--- src/rtl/antares_mem_lsu.sv ---
// Load/store unit: aligns MEM-stage accesses onto a big-endian 32-bit data port.
// Optional bus watchdog enabled by defining ANTARES_LSU_TIMEOUT_EN.
module antares_mem_lsu #(
    parameter int unsigned TIMEOUT_CYCLES = 255
) (
    input  logic        clk,
    input  logic        rst,
    input  logic [31:0] mem_address,
    input  logic [31:0] mem_store_data,
    input  logic        mem_read,
    input  logic        mem_write,
    input  logic        mem_byte,
    input  logic        mem_halfword,
    input  logic        mem_sign_ext,
    input  logic        mem_flush,
    input  logic        mem_stall,
    output logic [31:0] dport_address,
    output logic [31:0] dport_data_o,
    output logic [3:0]  dport_wr,
    output logic        dport_enable,
    input  logic [31:0] dport_data_i,
    input  logic        dport_ready,
    input  logic        dport_error,
    output logic [31:0] mem_read_data,
    output logic        mem_request_stall,
    output logic        exc_address_l,
    output logic        exc_address_s,
    output logic        exc_bus_error
);

    localparam int unsigned DW = 32;

    typedef enum logic [1:0] {S_IDLE, S_BUSY, S_DONE} state_t;

    state_t          state_q, state_d;
    logic [DW-1:0]   dport_address_q, dport_address_d;
    logic [DW-1:0]   dport_data_o_q, dport_data_o_d;
    logic [3:0]      dport_wr_q, dport_wr_d;
    logic            dport_enable_q, dport_enable_d;
    logic [DW-1:0]   mem_read_data_q, mem_read_data_d;
    logic            exc_bus_error_q, exc_bus_error_d;
    logic [1:0]      offset_q, offset_d;
    logic            byte_q, byte_d;
    logic            half_q, half_d;
    logic            sext_q, sext_d;
    logic            is_read_q, is_read_d;
    logic            flushed_q, flushed_d;

    logic            aligned_c;
    logic            req_c;
    logic            req_valid_c;
    logic [3:0]      lane_mask_c;
    logic [DW-1:0]   store_rep_c;
    logic [7:0]      load_byte_c;
    logic [15:0]     load_half_c;
    logic [DW-1:0]   load_val_c;
    logic            timeout_c;
    logic            bus_fail_c;
    logic            bus_done_c;

    // Request qualification and store formatting from the current MEM instruction
    always_comb begin
        if (mem_byte) begin
            aligned_c = 1'b1;
        end else if (mem_halfword) begin
            aligned_c = ~mem_address[0];
        end else begin
            aligned_c = (mem_address[1:0] == 2'b00);
        end

        if (mem_byte) begin
            lane_mask_c = 4'b1000 >> mem_address[1:0];
            store_rep_c = {4{mem_store_data[7:0]}};
        end else if (mem_halfword) begin
            lane_mask_c = mem_address[1] ? 4'b0011 : 4'b1100;
            store_rep_c = {2{mem_store_data[15:0]}};
        end else begin
            lane_mask_c = 4'b1111;
            store_rep_c = mem_store_data;
        end
    end

    assign req_c       = (mem_read | mem_write) & ~mem_flush;
    assign req_valid_c = (state_q == S_IDLE) & req_c & aligned_c;

    assign exc_address_l     = (state_q == S_IDLE) & mem_read & ~mem_flush & ~aligned_c;
    assign exc_address_s     = (state_q == S_IDLE) & mem_write & ~mem_flush & ~aligned_c;
    assign mem_request_stall = req_valid_c | (state_q == S_BUSY);

    // Big-endian lane extraction using the offset captured at request time
    always_comb begin
        case (offset_q)
            2'd0:    load_byte_c = dport_data_i[31:24];
            2'd1:    load_byte_c = dport_data_i[23:16];
            2'd2:    load_byte_c = dport_data_i[15:8];
            default: load_byte_c = dport_data_i[7:0];
        endcase
        load_half_c = offset_q[1] ? dport_data_i[15:0] : dport_data_i[31:16];

        if (byte_q) begin
            load_val_c = {{24{sext_q & load_byte_c[7]}}, load_byte_c};
        end else if (half_q) begin
            load_val_c = {{16{sext_q & load_half_c[15]}}, load_half_c};
        end else begin
            load_val_c = dport_data_i;
        end
    end

`ifdef ANTARES_LSU_TIMEOUT_EN
    localparam logic [7:0] WDOG_LIMIT = 8'(TIMEOUT_CYCLES - 1);

    logic [7:0] wdog_q, wdog_d;

    // Counts unanswered BUSY cycles; the final one is treated as a bus error
    always_comb begin
        wdog_d    = 8'd0;
        timeout_c = 1'b0;
        if ((state_q == S_BUSY) && !dport_ready && !dport_error) begin
            if (wdog_q == WDOG_LIMIT) begin
                timeout_c = 1'b1;
            end else begin
                wdog_d = wdog_q + 8'd1;
            end
        end
    end

    always_ff @(posedge clk or negedge rst) begin
        if (!rst) begin
            wdog_q <= 8'd0;
        end else begin
            wdog_q <= wdog_d;
        end
    end
`else
    assign timeout_c = 1'b0;
`endif

    assign bus_fail_c = dport_error | timeout_c;
    assign bus_done_c = dport_ready | bus_fail_c;

    // Next-state and registered output logic
    always_comb begin
        state_d         = state_q;
        dport_address_d = dport_address_q;
        dport_data_o_d  = dport_data_o_q;
        dport_wr_d      = dport_wr_q;
        dport_enable_d  = dport_enable_q;
        mem_read_data_d = mem_read_data_q;
        exc_bus_error_d = 1'b0;
        offset_d        = offset_q;
        byte_d          = byte_q;
        half_d          = half_q;
        sext_d          = sext_q;
        is_read_d       = is_read_q;
        flushed_d       = flushed_q;

        case (state_q)
            S_IDLE: begin
                if (req_valid_c) begin
                    state_d         = S_BUSY;
                    dport_address_d = {mem_address[31:2], 2'b00};
                    dport_data_o_d  = store_rep_c;
                    dport_wr_d      = mem_write ? lane_mask_c : 4'b0000;
                    dport_enable_d  = 1'b1;
                    offset_d        = mem_address[1:0];
                    byte_d          = mem_byte;
                    half_d          = mem_halfword;
                    sext_d          = mem_sign_ext;
                    is_read_d       = mem_read;
                    flushed_d       = 1'b0;
                end
            end
            S_BUSY: begin
                flushed_d = flushed_q | mem_flush;
                if (bus_done_c) begin
                    dport_enable_d = 1'b0;
                    // A squashed access still completes on the bus but leaves no trace
                    if (flushed_q | mem_flush) begin
                        state_d = S_IDLE;
                    end else begin
                        state_d = S_DONE;
                        if (bus_fail_c) begin
                            exc_bus_error_d = 1'b1;
                            mem_read_data_d = '0;
                        end else if (is_read_q) begin
                            mem_read_data_d = load_val_c;
                        end
                    end
                end
            end
            S_DONE: begin
                if (!mem_stall) begin
                    state_d = S_IDLE;
                end
            end
            default: state_d = S_IDLE;
        endcase
    end

    always_ff @(posedge clk or negedge rst) begin
        if (!rst) begin
            state_q         <= S_IDLE;
            dport_address_q <= '0;
            dport_data_o_q  <= '0;
            dport_wr_q      <= 4'b0000;
            dport_enable_q  <= 1'b0;
            mem_read_data_q <= '0;
            exc_bus_error_q <= 1'b0;
            offset_q        <= 2'd0;
            byte_q          <= 1'b0;
            half_q          <= 1'b0;
            sext_q          <= 1'b0;
            is_read_q       <= 1'b0;
            flushed_q       <= 1'b0;
        end else begin
            state_q         <= state_d;
            dport_address_q <= dport_address_d;
            dport_data_o_q  <= dport_data_o_d;
            dport_wr_q      <= dport_wr_d;
            dport_enable_q  <= dport_enable_d;
            mem_read_data_q <= mem_read_data_d;
            exc_bus_error_q <= exc_bus_error_d;
            offset_q        <= offset_d;
            byte_q          <= byte_d;
            half_q          <= half_d;
            sext_q          <= sext_d;
            is_read_q       <= is_read_d;
            flushed_q       <= flushed_d;
        end
    end

    assign dport_address = dport_address_q;
    assign dport_data_o  = dport_data_o_q;
    assign dport_wr      = dport_wr_q;
    assign dport_enable  = dport_enable_q;
    assign mem_read_data = mem_read_data_q;
    assign exc_bus_error = exc_bus_error_q;

endmodule

--- config.mk ---
export PLATFORM = sky130hd
export DESIGN_NAME = antares_mem_lsu
export DESIGN_NICKNAME = d
export VERILOG_FILES = /design/src/rtl/antares_mem_lsu.sv
export SDC_FILE = /design/constraint.sdc
export NUM_CORES = 1
export LEC_CHECK = 0
export ABC_AREA = 1
export CAP_MARGIN = 30
export CELL_PAD_IN_SITES_DETAIL_PLACEMENT = 0
export CELL_PAD_IN_SITES_GLOBAL_PLACEMENT = 1
export CORE_ASPECT_RATIO = 2
export CORE_MARGIN = 3
export CORE_UTILIZATION = 31
export DETAILED_ROUTE_END_ITERATION = 12
export PLACE_DENSITY_LB_ADDON = 0.1
export SLEW_MARGIN = 10
export SYNTH_ARGS = -nofsm -noshare
export SYNTH_HDL_FRONTEND = slang
export SYNTH_SLANG_ARGS = --single-unit
--- constraint.sdc ---
create_clock -name clk -period 1.7 [get_ports clk]
set_clock_uncertainty 0.15 [all_clocks]
set_input_delay 0.17 -clock clk [delete_from_list [all_inputs] [get_ports clk]]
set_output_delay 0.17 -clock clk [all_outputs]
set_load 0.03 [all_outputs]
==> impl_metrics.yaml, run 1 <==
run_status:
  outcome: "complete, no violations"
setup_path:
  r2r_cells: 9
  crit_required_ps: 1380
  worstPathArrival_ps: 1330
  path_max_fanout: 3
  endpoint_kind: "output port"
  cp-start-kind: "flip-flop"
  path_class: "reg2out"
pwr:
  p_sw_frac: 0.432
  vdd_drop_max_mv: 0.535
  total_power_w: 0.0111
  seq_power_share: 0.346
  p_int_w: 0.00633
  leakage_nw: 4.57
  pwr-share-comb: 0.460
  cellPowerDensity_nw_per_um2: 1330
  p_sw_w: 0.00481
  power_frac_clock: 0.194
final_layout:
  syn2layout_area_growth_pct: 52.0
  drive_gt1_frac: 0.0964
  mostFrequentLayoutCells: "nand2_1, dfrtp_1, clkdlybuf4s50_1, dlygate4sd2_1, o21ai_0"
  layout.nets: 1098
  final_common_cell: "nand2_1"
  insertedDiodeCount: 0
  final_cell_area_sq_um: 8350
  n_fill_cell: 1781
yosys:
  yosysUniqueCellTypes: 22
  ys_seq_area_frac: 0.497
  yosysWarnings: 0
  syn_avg_cell_area_sq_um: 7.20
  synth_cells: 763
  synth_area_sq_um: 5490
  synth-seq-cells: 109
place:
  dp_hpwl_mm: 16.1
  numPortBuffers: 209
  place_congestion: 0.870
  place_ws_ps: -175
  placed_cell_area_sq_um: 8080
floorplanning:
  io_pins: 212
  dieArea_sq_um: 19400
  initial_core_util: 0.316
  core_area_sq_um: 17400
  rows: 68
  die_y_um: 194
  die_x_um: 100
grt:
  antenna_found_initial: 0
  grtUsageTotal: 0.209
  grt_pass1_vias: 6243
  overflow: 0
  grt_max_degree: 42
  grt_first_pass_wirelength_mm: 31.5
clock_tree:
  clock-sinks: 109
  htree_levels: 3
  clk_latency_ps: 350
  cts_tree: "done"
  root_buffer: "clkbuf_16"
  clkSlewWorstSetupHoldPaths_ps: 80
  numCtsBuffers: 9
  clockBufferDepth: 2
worst_hold_path:
  hold_path.class: "in2reg"
  holdPathStages: 4
sta:
  fmax_mhz: 608
  rsz0062_at_grt: "true"
  hold_viol: 0
  layout_setup_ws_ps: 54.9
  min_period_ps: 1650
  fin_crit_sh: 0.968
  setup-violations-final: 0
  slew_violations: 0
job:
  max_cap_violations: 0
detailed_routing:
  drtIter0Drc: 150
  drtPass1Iterations: 4
  drt-total-wl_mm: 20.3
  dr_total_vias: 5671
  ant_nets: 0
  route.detailed.drc: 0
  post_drt_wl_per_cell_um: 16.8
  viasPerCell: 4.70
==> path summary, 6_finish.rpt <==
check,from,slack (ps),endpoint
max in group asynchronous,rst,690,mem_read_data[28]$_DFFE_PN0P_
min,mem_halfword,130,half_q$_DFFE_PN0P_
min reg2reg,dport_address[31]$_DFFE_PN0P_,330,dport_address[31]$_DFFE_PN0P_
min in group asynchronous,rst,160,mem_read_data[5]$_DFFE_PN0P_
max reg2reg,state_q[1]$_DFFE_PN0P_,120,dport_address[4]$_DFFE_PN0P_
max,state_q[1]$_DFFE_PN0P_,50,mem_request_stall
==> layout make-up <==
| cell class | count | area [sq um] | share of cell area |
|---|---|---|---|
| multi-input cells | 558 | 2390 | 0.287 |
| flip-flops and latches | 109 | 2730 | 0.327 |
| inverters | 56 | 210 | 0.0252 |
| clock inverters | 6 | 71.3 | 0.00854 |
| clock buffers | 10 | 229 | 0.0274 |
| repair buffers | 257 | 2450 | 0.294 |
| well taps | 210 | 263 | 0.0315 |
==> registers in the layout, indices dropped and copies added, names as in the netlist <==
signal	cells
dport_data_o	32
mem_read_data	32
dport_address	30
dport_wr	4
offset_q	2
state_q	2
byte_q	1
dport_enable	1
exc_bus_error	1
flushed_q	1
half_q	1
is_read_q	1
sext_q	1
==> worst max-delay path, cell delays in order, from the launching register on <==
cell	delay, ps
dfrtp_1	390
inv_2	90
nand2_4	70
nor2_2	130
nand2_4	70
nand2_2	70
buf_6	140
==> cell families (layout without fill, tap and decap cells) <==
family,Yosys count,after routing,synth area share
buf+inv,97,329,0.0790
flops,109,109,0.497
other cells,1,2,0.000683
simple gates,461,461,0.333
compound gates,95,95,0.0904
==> repair_timing <==
| action | in CTS | in global routing |
|---|---|---|
| resized for setup | 111 | 9 |
| hold endpoints to repair | 71 | 0 |
| hold buffers | 1 | 0 |
| buffers inserted | 3 | 0 |
| pin swaps | 5 | 2 |
| endpoints found under the setup margin | 99 | 19 |
==> through the flow <==
step	TNS (ps)	utilization	instances	hold WS, ps
floorplan	0	-	764	-276
global route	-40.2	0.481	1206	158
CTS	-28.2	0.480	1206	164
detailed placement	-11620	0.465	1186	5.46
finish	0	0.481	1206	133
global placement	-7830	0.465	1186	-3.40
==> metal layers <==
layer | vias up | part of all wire | GRT usage
met1 | 2632 | 0.33 | 0.191
li1 | 2805 | - | -
met2 | 187 | 0.56 | 0.404
met4 | 0 | 0.050 | 0.107
met5 | - | 0 | 0
met3 | 47 | 0.058 | 0.0522
==> power groups by stage <==
stage | registers (W) | logic (W) | clock network [W]
floorplan | 0.00538 | 0.00156 | 0
global placement | 0.00391 | 0.00564 | 0
detailed placement | 0.00393 | 0.00568 | 0
CTS | 0.00387 | 0.00520 | 0.00224
global route | 0.00396 | 0.00554 | 0.00234
finish | 0.00385 | 0.00512 | 0.00217
==> synth_stat cells <==
cell	count	area share
a21boi_0	8	0.011
nor3_1	1	0.00091
buf_2	23	0.021
nor2_2	1	0.0011
nor2_1	51	0.035
o22ai_1	1	0.0011
nand3_2	6	0.011
inv_1	51	0.035
nand3_1	39	0.036
or2_1	1	0.0011
nor4_1	1	0.0011
buf_6	2	0.0041
buf_4	7	0.0096
a21oi_1	26	0.024
inv_2	5	0.0034
clkbuf_1	9	0.0061
nand2_1	359	0.25
dfrtp_1	109	0.50
o21ai_1	6	0.0055
conb_1	1	0.00068
or2_2	2	0.0023
o21ai_0	54	0.049
No activity file was read; power rests on OpenSTA's default activity.
==> run 2: changes to the inputs <==
CORE_UTILIZATION = 28   (was 31)
clock period = 1.4 ns   (was 1.7 ns; I/O delays follow)
==> impl_metrics.yaml, run 2 (synthesized netlist as in run 1, its figures left out) <==
final_layout:
  final_common_cell: "nand2_1"
  seq_area_sq_um: 2730
  instances_no_fill: 1310
  n_fill_cell: 1869
  drive_gt1_frac: 0.373
  layout.nets: 1156
  syn2layout_area_growth_pct: 90.2
  multiInputGateArea_sq_um: 2990
  mostFrequentLayoutCells: "nand2_1, dfrtp_1, clkdlybuf4s50_1, buf_12, nand2_2"
sta:
  final.setup.tns_ps: -21990
  fmax_mhz: 590
  rsz0062_at_grt: "true"
  setup-violations-final: 111
  fin_crit_sh: 1.21
  hold_viol: 0
  slew_violations: 0
  layout_setup_ws_ps: -295
  min_period_ps: 1690
detailed_routing:
  dr_total_vias: 6040
  ant_nets: 0
  post_drt_wl_per_cell_um: 18.0
  drt-total-wl_mm: 23.5
  viasPerCell: 4.61
  drtIter0Drc: 189
  route.detailed.drc: 0
  drtPass1Iterations: 4
pwr:
  leakage_nw: 5.23
  vdd_drop_max_mv: 0.797
  cellPowerDensity_nw_per_um2: 1550
clock_tree:
  cts_tree: "done"
  clkSlewWorstSetupHoldPaths_ps: 80
  clk_latency_ps: 360
  root_buffer: "clkbuf_16"
  clock-sinks: 109
  htree_levels: 3
  numCtsBuffers: 9
  clockBufferDepth: 2
setup_path:
  rrSetupSlack_ps: -270
  path_class: "reg2out"
  cp-start-kind: "flip-flop"
  worstPathArrival_ps: 1400
  startpoint: "state_q[1]$_DFFE_PN0P_"
  endpoint_kind: "output port"
  crit_required_ps: 1110
  r2r-end: "dport_data_o[9]$_DFFE_PN0P_"
  r2r_cells: 9
  path_max_fanout: 2
  r2r-start: "state_q[1]$_DFFE_PN0P_"
grt:
  grt_first_pass_wirelength_mm: 35.0
  grt_max_degree: 26
  grt_pass1_vias: 6454
  antenna_found_initial: 2
  grtUsageTotal: 0.215
  overflow: 0
run_status:
  violations: "negative setup slack"
  outcome: "finished, violations left"
worst_hold_path:
  hold_path.class: "in2async"
place:
  numPortBuffers: 209
  place_congestion: 0.926
  dp_hpwl_mm: 16.5
  dp.cells: 1256
  place_ws_ps: -433
job:
  max_cap_violations: 0
floorplanning:
  initial_core_util: 0.289
  core_area_sq_um: 19000
  rows: 71
  dieArea_sq_um: 21400
  io_pins: 212
  die_x_um: 105
  die_y_um: 204
==> run 2: changes by cell type in the layout (fill, tap and decap cells not counted), moves of 14 or more <==
cell,previous run,this run
a21oi_1,26,10
a21oi_2,0,16
buf_12,10,60
buf_16,0,14
buf_4,41,55
clkbuf_2,0,27
clkdlybuf4s15_2,0,29
dlygate4sd2_1,99,3
nand2_1,354,266
nand2_2,3,58
nand2_4,2,34
nor2_1,49,34
o21ai_0,53,34
o21ai_2,0,21
==> run 2: timing repair <==
item	in CTS	in global routing
resized for setup	250	200
cloned	16	6
pin swaps	7	16
endpoints found under the setup margin	167	138
hold buffers	1	0
buffers inserted	10	7
endpoints found under the hold margin	109	0
==> run 2: stage by stage <==
step / total power (W) / instance area (sq um) / util / hold slack (ps)
4_1_cts: 0.0160 / 9920 / 0.522 / 127
6_report: 0.0162 / 10400 / 0.549 / 131
3_3_place_gp: 0.0129 / 8740 / 0.460 / -49.3
3_5_place_dp: 0.0129 / 8740 / 0.460 / -48.3
5_1_grt: 0.0170 / 10400 / 0.549 / 166
2_1_floorplan: 0.00844 / 5530 / - / -306
==> run 2: per-layer routing <==
layer / up-vias / global-route usage / share of wire
li1: 2937 / - / -
met1: 2827 / 0.197 / 0.31
met2: 207 / 0.423 / 0.58
met3: 67 / 0.0490 / 0.055
met4: 2 / 0.122 / 0.057
met5: - / 0 / 0.00030
==> run 2: report_power, final <==
group,leakage (nW),internal [W],switching (W)
clock network,0.142,0.00129,0.00132
registers,1.39,0.00412,0.000874
logic,3.70,0.00398,0.00458
==> run 2: how the worst max path moves through the flow <==
stage | end | slack, ps | cells past startpoint
floorplan | mem_read_data[30]$_DFFE_PN0P_ | -40 | 8
global route | exc_address_s | -350 | 7
CTS | exc_address_s | -320 | 7
detailed placement | dport_data_o[25]$_DFFE_PN0P_ | -430 | 8
global placement | dport_data_o[27]$_DFFE_PN0P_ | -390 | 8
finish | exc_address_s | -290 | 7
==> run 2: cell type report <==
class / count / area share
antenna: 1 / 0.000240
clock buffer: 10 / 0.0229
timing repair inverter: 1 / 0.00156
clock inverter: 6 / 0.00563
sequential: 109 / 0.261
multi-input combinational: 558 / 0.287
timing repair buffer: 314 / 0.368
tap: 255 / 0.0305
inverter: 56 / 0.0229
==> run 2: worst max-delay path, cell delays in order (launching register included) <==
cell and delay, ps:
dfrtp_1 400, inv_2 80, nand2_4 70, buf_6 130
inv_4 40, nand3_2 40, nor2_1 90, buf_4 180
